### src/rtl/dmem_arbiter.sv
// Shares the single-port data memory between the CPU path (port 0) and the
// loader/debug path (port 1). Each access is accepted, performed, then answered.
module dmem_arbiter #(
    parameter int DM_ADDRESS = 9,
    parameter int DATA_W     = 32,
    parameter bit FIXED_PRIO = 1'b0
) (
    input  logic                  clk,
    input  logic                  reset,
    input  logic                  req0_valid,
    output logic                  req0_ready,
    input  logic                  req0_we,
    input  logic [DM_ADDRESS-1:0] req0_addr,
    input  logic [DATA_W-1:0]     req0_wdata,
    output logic                  resp0_valid,
    output logic [DATA_W-1:0]     resp0_rdata,
    input  logic                  req1_valid,
    output logic                  req1_ready,
    input  logic                  req1_we,
    input  logic [DM_ADDRESS-1:0] req1_addr,
    input  logic [DATA_W-1:0]     req1_wdata,
    output logic                  resp1_valid,
    output logic [DATA_W-1:0]     resp1_rdata,
    output logic                  MemRead,
    output logic                  MemWrite,
    output logic [DM_ADDRESS-1:0] a,
    output logic [DATA_W-1:0]     wd,
    input  logic [DATA_W-1:0]     rd
);

    typedef enum logic [1:0] {
        IDLE   = 2'd0,
        ACCESS = 2'd1,
        RESP   = 2'd2
    } state_t;

    state_t                state_q, state_d;
    logic                  last_grant_q, last_grant_d;
    logic                  owner_q, owner_d;
    logic                  we_q, we_d;
    logic [DM_ADDRESS-1:0] addr_q, addr_d;
    logic [DATA_W-1:0]     wdata_q, wdata_d;
    logic [DATA_W-1:0]     rdata_q, rdata_d;

    logic                  mem_read_q, mem_read_d;
    logic                  mem_write_q, mem_write_d;
    logic [DM_ADDRESS-1:0] a_q, a_d;
    logic [DATA_W-1:0]     wd_q, wd_d;
    logic                  resp0_valid_q, resp0_valid_d;
    logic                  resp1_valid_q, resp1_valid_d;
    logic [DATA_W-1:0]     resp0_rdata_q, resp0_rdata_d;
    logic [DATA_W-1:0]     resp1_rdata_q, resp1_rdata_d;

    logic                  grant_sel;
    logic                  accept;
    logic                  sel_we;
    logic [DM_ADDRESS-1:0] sel_addr;
    logic [DATA_W-1:0]     sel_wdata;

    // Arbitration: under contention round-robin favours the port not granted last.
    always_comb begin
        if (req0_valid && req1_valid) begin
            grant_sel = FIXED_PRIO ? 1'b0 : ~last_grant_q;
        end else begin
            grant_sel = req1_valid;
        end
        accept     = !reset && (state_q == IDLE) && (req0_valid || req1_valid);
        req0_ready = accept && !grant_sel;
        req1_ready = accept && grant_sel;
        sel_we     = grant_sel ? req1_we    : req0_we;
        sel_addr   = grant_sel ? req1_addr  : req0_addr;
        sel_wdata  = grant_sel ? req1_wdata : req0_wdata;
    end

    // Memory and response outputs are computed one state ahead so they come straight from flops.
    always_comb begin
        state_d       = state_q;
        last_grant_d  = last_grant_q;
        owner_d       = owner_q;
        we_d          = we_q;
        addr_d        = addr_q;
        wdata_d       = wdata_q;
        rdata_d       = rdata_q;
        mem_read_d    = 1'b0;
        mem_write_d   = 1'b0;
        a_d           = '0;
        wd_d          = '0;
        resp0_valid_d = 1'b0;
        resp1_valid_d = 1'b0;
        resp0_rdata_d = '0;
        resp1_rdata_d = '0;

        case (state_q)
            IDLE: begin
                if (accept) begin
                    owner_d      = grant_sel;
                    last_grant_d = grant_sel;
                    we_d         = sel_we;
                    addr_d       = sel_addr;
                    wdata_d      = sel_wdata;
                    mem_write_d  = sel_we;
                    mem_read_d   = !sel_we;
                    a_d          = sel_addr;
                    wd_d         = sel_wdata;
                    state_d      = ACCESS;
                end
            end
            ACCESS: begin
                rdata_d = we_q ? '0 : rd;
                if (owner_q) begin
                    resp1_valid_d = 1'b1;
                    resp1_rdata_d = rdata_d;
                end else begin
                    resp0_valid_d = 1'b1;
                    resp0_rdata_d = rdata_d;
                end
                state_d = RESP;
            end
            RESP: begin
                state_d = IDLE;
            end
            default: begin
                state_d = IDLE;
            end
        endcase
    end

    always_ff @(posedge clk or posedge reset) begin
        if (reset) begin
            state_q       <= IDLE;
            last_grant_q  <= 1'b1;
            owner_q       <= 1'b0;
            we_q          <= 1'b0;
            addr_q        <= '0;
            wdata_q       <= '0;
            rdata_q       <= '0;
            mem_read_q    <= 1'b0;
            mem_write_q   <= 1'b0;
            a_q           <= '0;
            wd_q          <= '0;
            resp0_valid_q <= 1'b0;
            resp1_valid_q <= 1'b0;
            resp0_rdata_q <= '0;
            resp1_rdata_q <= '0;
        end else begin
            state_q       <= state_d;
            last_grant_q  <= last_grant_d;
            owner_q       <= owner_d;
            we_q          <= we_d;
            addr_q        <= addr_d;
            wdata_q       <= wdata_d;
            rdata_q       <= rdata_d;
            mem_read_q    <= mem_read_d;
            mem_write_q   <= mem_write_d;
            a_q           <= a_d;
            wd_q          <= wd_d;
            resp0_valid_q <= resp0_valid_d;
            resp1_valid_q <= resp1_valid_d;
            resp0_rdata_q <= resp0_rdata_d;
            resp1_rdata_q <= resp1_rdata_d;
        end
    end

    assign MemRead     = mem_read_q;
    assign MemWrite    = mem_write_q;
    assign a           = a_q;
    assign wd          = wd_q;
    assign resp0_valid = resp0_valid_q;
    assign resp1_valid = resp1_valid_q;
    assign resp0_rdata = resp0_rdata_q;
    assign resp1_rdata = resp1_rdata_q;

endmodule

### config.mk
export PLATFORM = sky130hd
export DESIGN_NAME = dmem_arbiter
export DESIGN_NICKNAME = d
export VERILOG_FILES = /design/src/rtl/dmem_arbiter.sv
export SDC_FILE = /design/constraint.sdc
export NUM_CORES = 1
export LEC_CHECK = 0
export ABC_CLOCK_PERIOD_IN_PS = 4900
export CAP_MARGIN = 20
export CELL_PAD_IN_SITES_DETAIL_PLACEMENT = 1
export CELL_PAD_IN_SITES_GLOBAL_PLACEMENT = 2
export CORE_MARGIN = 5
export CORE_UTILIZATION = 23
export CTS_BUF_LIST = sky130_fd_sc_hd__clkbuf_4 sky130_fd_sc_hd__clkbuf_8
export CTS_CLUSTER_SIZE = 28
export DETAILED_ROUTE_END_ITERATION = 10
export HOLD_SLACK_MARGIN = 0.15
export PLACE_DENSITY = 0.79
export SLEW_MARGIN = 20
export SYNTH_ARGS = -nofsm -noshare
export SYNTH_HDL_FRONTEND = slang
export SYNTH_SLANG_ARGS = --single-unit
export TNS_END_PERCENT = 50
### constraint.sdc
create_clock -name clk -period 4.9 [get_ports clk]
set_input_delay 0.98 -clock clk [delete_from_list [all_inputs] [get_ports clk]]
set_output_delay 0.98 -clock clk [all_outputs]
set_load 0.005 [all_outputs]
; ---- After elaboration in Yosys (flattened, before gate mapping)
; Index checks and enable logic that the tools add are counted.
[classes]
n_eq_ne = 2
reduce_logical = 11
mux = 23
n_bitwise = 1
[op_table]
columns = op, count
row1 = 32-bit two-way mux, 8
row2 = 9-bit two-way mux, 3
row3 = 1-bit two-way mux, 10
row4 = 1-bit logical AND, 5
row5 = 2-bit case mux with 2 select lines, 1
row6 = 1-bit logical NOT, 3
row7 = 2-bit by 1-bit == test with 1-bit output (second input constant), 1
row8 = 2-bit logical NOT, 1
row9 = 2-bit two-way mux, 1
row10 = 2-bit != test (second input constant), 1
row11 = 2-bit AND reduction, 1
row12 = 1-bit logical OR, 1
row13 = 1-bit NOT, 1
[totals]
wordCells = 49
out_inout_bits = 111
register_bits = 114
inputBits = 120

; ---- Longest topological paths before layout
[depth]
ltp_word = 6
ltp_mapped = 5
depth_no_buf = 3

; ---- Least setup slack after synthesis
; OpenSTA, ideal clock, no wires.
[synth_timing]
path_kind = input to output
from = input reset
to = output req1_ready
required_time_ps = 3920
path_stages = 4
arrival_ps = 1686
setup_slack_ps = 2234
path_buffers = 2
cell_sequence = nor3_4 -> and3_1 -> buf_6 -> clkbuf_8
[synth_between]
elab_chain_len = 4
[synth_lines]
columns = element, line_no
row1 = from (decl), 9  ; input logic reset,
row2 = 1-bit logical NOT (no source line), --
row3 = 1-bit logical AND (2 in series), 67  ; accept = !reset && (state_q == IDLE) && (req0_valid || req1_valid);
row4 = 1-bit logical AND, 69  ; req1_ready = accept && grant_sel;
row5 = to (decl), 18  ; output logic req1_ready,
; Every way passes these cells.

; ---- Worst setup path in the final report
[layout_timing]
from = input reset
to = output req0_ready
[layout_between]
elab_chain_len = 4
[layout_lines]
columns = element, line_no
row1 = 1-bit logical NOT (no source line), --
row2 = 1-bit logical AND (2 in series), 67
row3 = 1-bit logical AND, 68  ; req0_ready = accept && !grant_sel;
row4 = to (decl), 11  ; output logic req0_ready,
; Every way passes these cells.

==> run metrics <==
status finished, final reports clean; Area growth syn-to-layout 70.5%; Critical Path Sink Type primary output; sequential fraction of the synthesis area 71.8%; Peak VDD IR 0.152 mV; largest net degree at the start of global routing 88; Slew Limit Fails 0; DR vias 3153; Reg-to-Reg Start state_q[0]$_DFFE_PP0P_; RD Place Congestion 0.764; post-synthesis xor/xnor area fraction 0%; chip width 141 um; part of the cycle the worst path needs 76.0%; Skew-Pair Late Insertion Delay 0.42 ns; most common cell in the netlist dfrtp_1; Fill cells 1824; critical path data arrival time 2.74 ns; first-pass GRT wire length 20200 um; Synth Area in Compound Gates 10.4%; Max Cap Viol 0; Reg2Reg Setup Slack 3.17 ns; r2r worst-path depth 4; IO Count 231; CTS tree built; Vias/cell 4.11; final WL 13500 um; Routed wire per std cell 17.6 um; setup violators final 0; initial antenna violation count 0; post-synthesis adder-cell area fraction 0%; Yosys top cell area share 71.1%; HP Class register to register; Avg Inst Size Synth 13.5 um^2; critical path startpoint reset; Hold EP state_q[1]$_DFFE_PP0P_; Core ar. 17100 um^2; antenna-violating nets left 0; layout cell share with drive strength beyond 1 7.93%; Post-synth EDFFs 0; detailed router's first-iteration violation count 83; RSZ-0062 raised after global routing false; Site Rows 48; First-pass DRT Iterations 4; Final nets 649; Worst Clk Skew 0.00901 ns; Primary FF master, synth dfrtp_1; Initial Utilization 23.2%; Worst setup SP type input pin; Die Footprint 20000 um^2; capturing point of the worst reg2reg path wd[15]$_DFF_PP0_; WHS Path Cells 1; gr usage total 13.4%; Post-Syn Instances 294; Worst Path Max Fanout 8; synth unique cells 24; highest clock rate 269 MHz; setup bufs post-CTS 0; setup TNS 0 ns; CP Data Required Time 3.92 ns; crit path time final 3.72 ns; crit path kind input pin to primary output; I/O Buffers 230; H-tree depth 4; Sink Count 114; Pwr Density 326 nW/um^2; clock slew at reported path FFs 0.06 ns; post-CTS sizing 0; ant diodes 0; post-synthesis mux area share 0%; grt ovf 0; fin util 39.6%; Die Ht 141 um; Area contributors post-synth dfrtp_1 (71%), a22o_1 (8.6%), nor2_1 (6.0%); TritonCTS buffer count 17; Final Hold Fails 0; Slew headroom 35.6%; clk root buf clkbuf_8; syn nets 414; Post-synth ARST share 100%; DRC Markers 0; vias in the first global route 3578; YS warnings 0; dpl hpwl 9990 um; CTS Hold Bufs 0; Post-Syn Area 3980 um^2; hold path start state_q[1]$_DFFE_PP0P_; Synth Register Bits 114; Yosys top cell by area dfrtp_1; main combinational cell family by area after synthesis simple AND/OR/NAND/NOR gates; worst slew pin tran 0.966 ns; worst-case clock buffer depth 2; top post-synthesis cells by count dfrtp_1 (113), nor2_1 (64), a22o_1 (39); post-synthesis simple-gate area fraction 13.0%; LEAKAGE 0.00298 uW
per-layer routing:
metal	track usage, %	vias to the layer above	share of wire, %
met5	0	-	0
met4	5.76	0	2.2
met3	4.62	17	7.3
met2	22.5	128	51
met1	15.5	1567	39
li1	-	1441	-
sequential cells by signal (all words and copies together) (netlist names):
register      count
wd               32
resp0_rdata      32
owner_q           1
resp0_valid       1
state_q           2
resp1_valid       1
resp1_rdata      32
last_grant_q      1
MemWrite          1
we_q              1
a                 9
MemRead           1
report_power, final:
group	switching, uW	internal [uW]	total (uW)	leakage, uW
sequential	43.4	1000	1050	0.00156
combinational	155	240	394	0.00123
clock	358	412	770	0.000194
cells by family after synthesis:
logic type             Yosys count
DFF                            114
and+or+nand+nor                108
AOI/OAI and AO/OA               48
buffers and inverters           24
worst max-delay path: stages:
cell,delay (ns)
clkdlybuf4s50_1,0.54
nor3_4,0.36
and3_1,0.28
clkdlybuf4s50_1,0.59
worst max-delay path by stage:
| stage | end |
|---|---|
| 2_1_floorplan | MemRead$_DFF_PP0_ |
| 3_3_place_gp | req0_ready |
| 3_5_place_dp | req0_ready |
| 4_1_cts | req0_ready |
| 5_1_grt | req0_ready |
| 6_report | req0_ready |
area by class of cell:
| class | count | area, um^2 | area share [%] |
|---|---|---|---|
| tap | 225 | 282 | 4.15 |
| timing repair buffer | 235 | 2340 | 34.5 |
| sequential | 114 | 2850 | 42.1 |
| clock buffer | 25 | 313 | 4.62 |
| inverter | 5 | 23.8 | 0.351 |
| clock inverter | 7 | 35.0 | 0.517 |
| multi-input combinational | 156 | 931 | 13.7 |
layout by cell type (no fill, tap or decap):
master	synthesis	layout
buf_4	0	5
and2_2	1	1
dfrtp_1	113	113
a31oi_1	1	1
a2bb2oi_1	1	1
a22o_1	39	39
dfstp_2	1	1
clkdlybuf4s50_1	0	230
a22o_2	2	2
nand2b_1	33	33
o21bai_1	1	1
nor2b_1	2	2
clkinv_2	0	7
nand3_1	2	2
o21a_1	1	1
inv_6	0	1
clkbuf_4	0	5
a21boi_0	1	1
clkbuf_8	4	20
a21oi_1	1	1
nor2_1	64	64
nor3_4	1	1
a32o_1	1	1
and3_1	2	2
inv_1	5	4
nand2_1	3	3
stage by stage:
| stage | hold slack [ns] | total power (uW) | worst slack [ns] | std cells | instance area [um^2] |
|---|---|---|---|---|---|
| 6_report | 0.527 | 2210 | 1.18 | 767 | 6780 |
| 4_1_cts | 0.532 | 2260 | 1.20 | 767 | 6780 |
| 5_1_grt | 0.544 | 2330 | 1.12 | 767 | 6780 |
| 3_3_place_gp | 0.523 | 1450 | 1.25 | 735 | 6430 |
| 3_5_place_dp | 0.515 | 1470 | 1.20 | 735 | 6430 |
| 2_1_floorplan | 0.489 | 1210 | 0.906 | 294 | 3980 |
No activity file was read; power rests on OpenSTA's default activity.
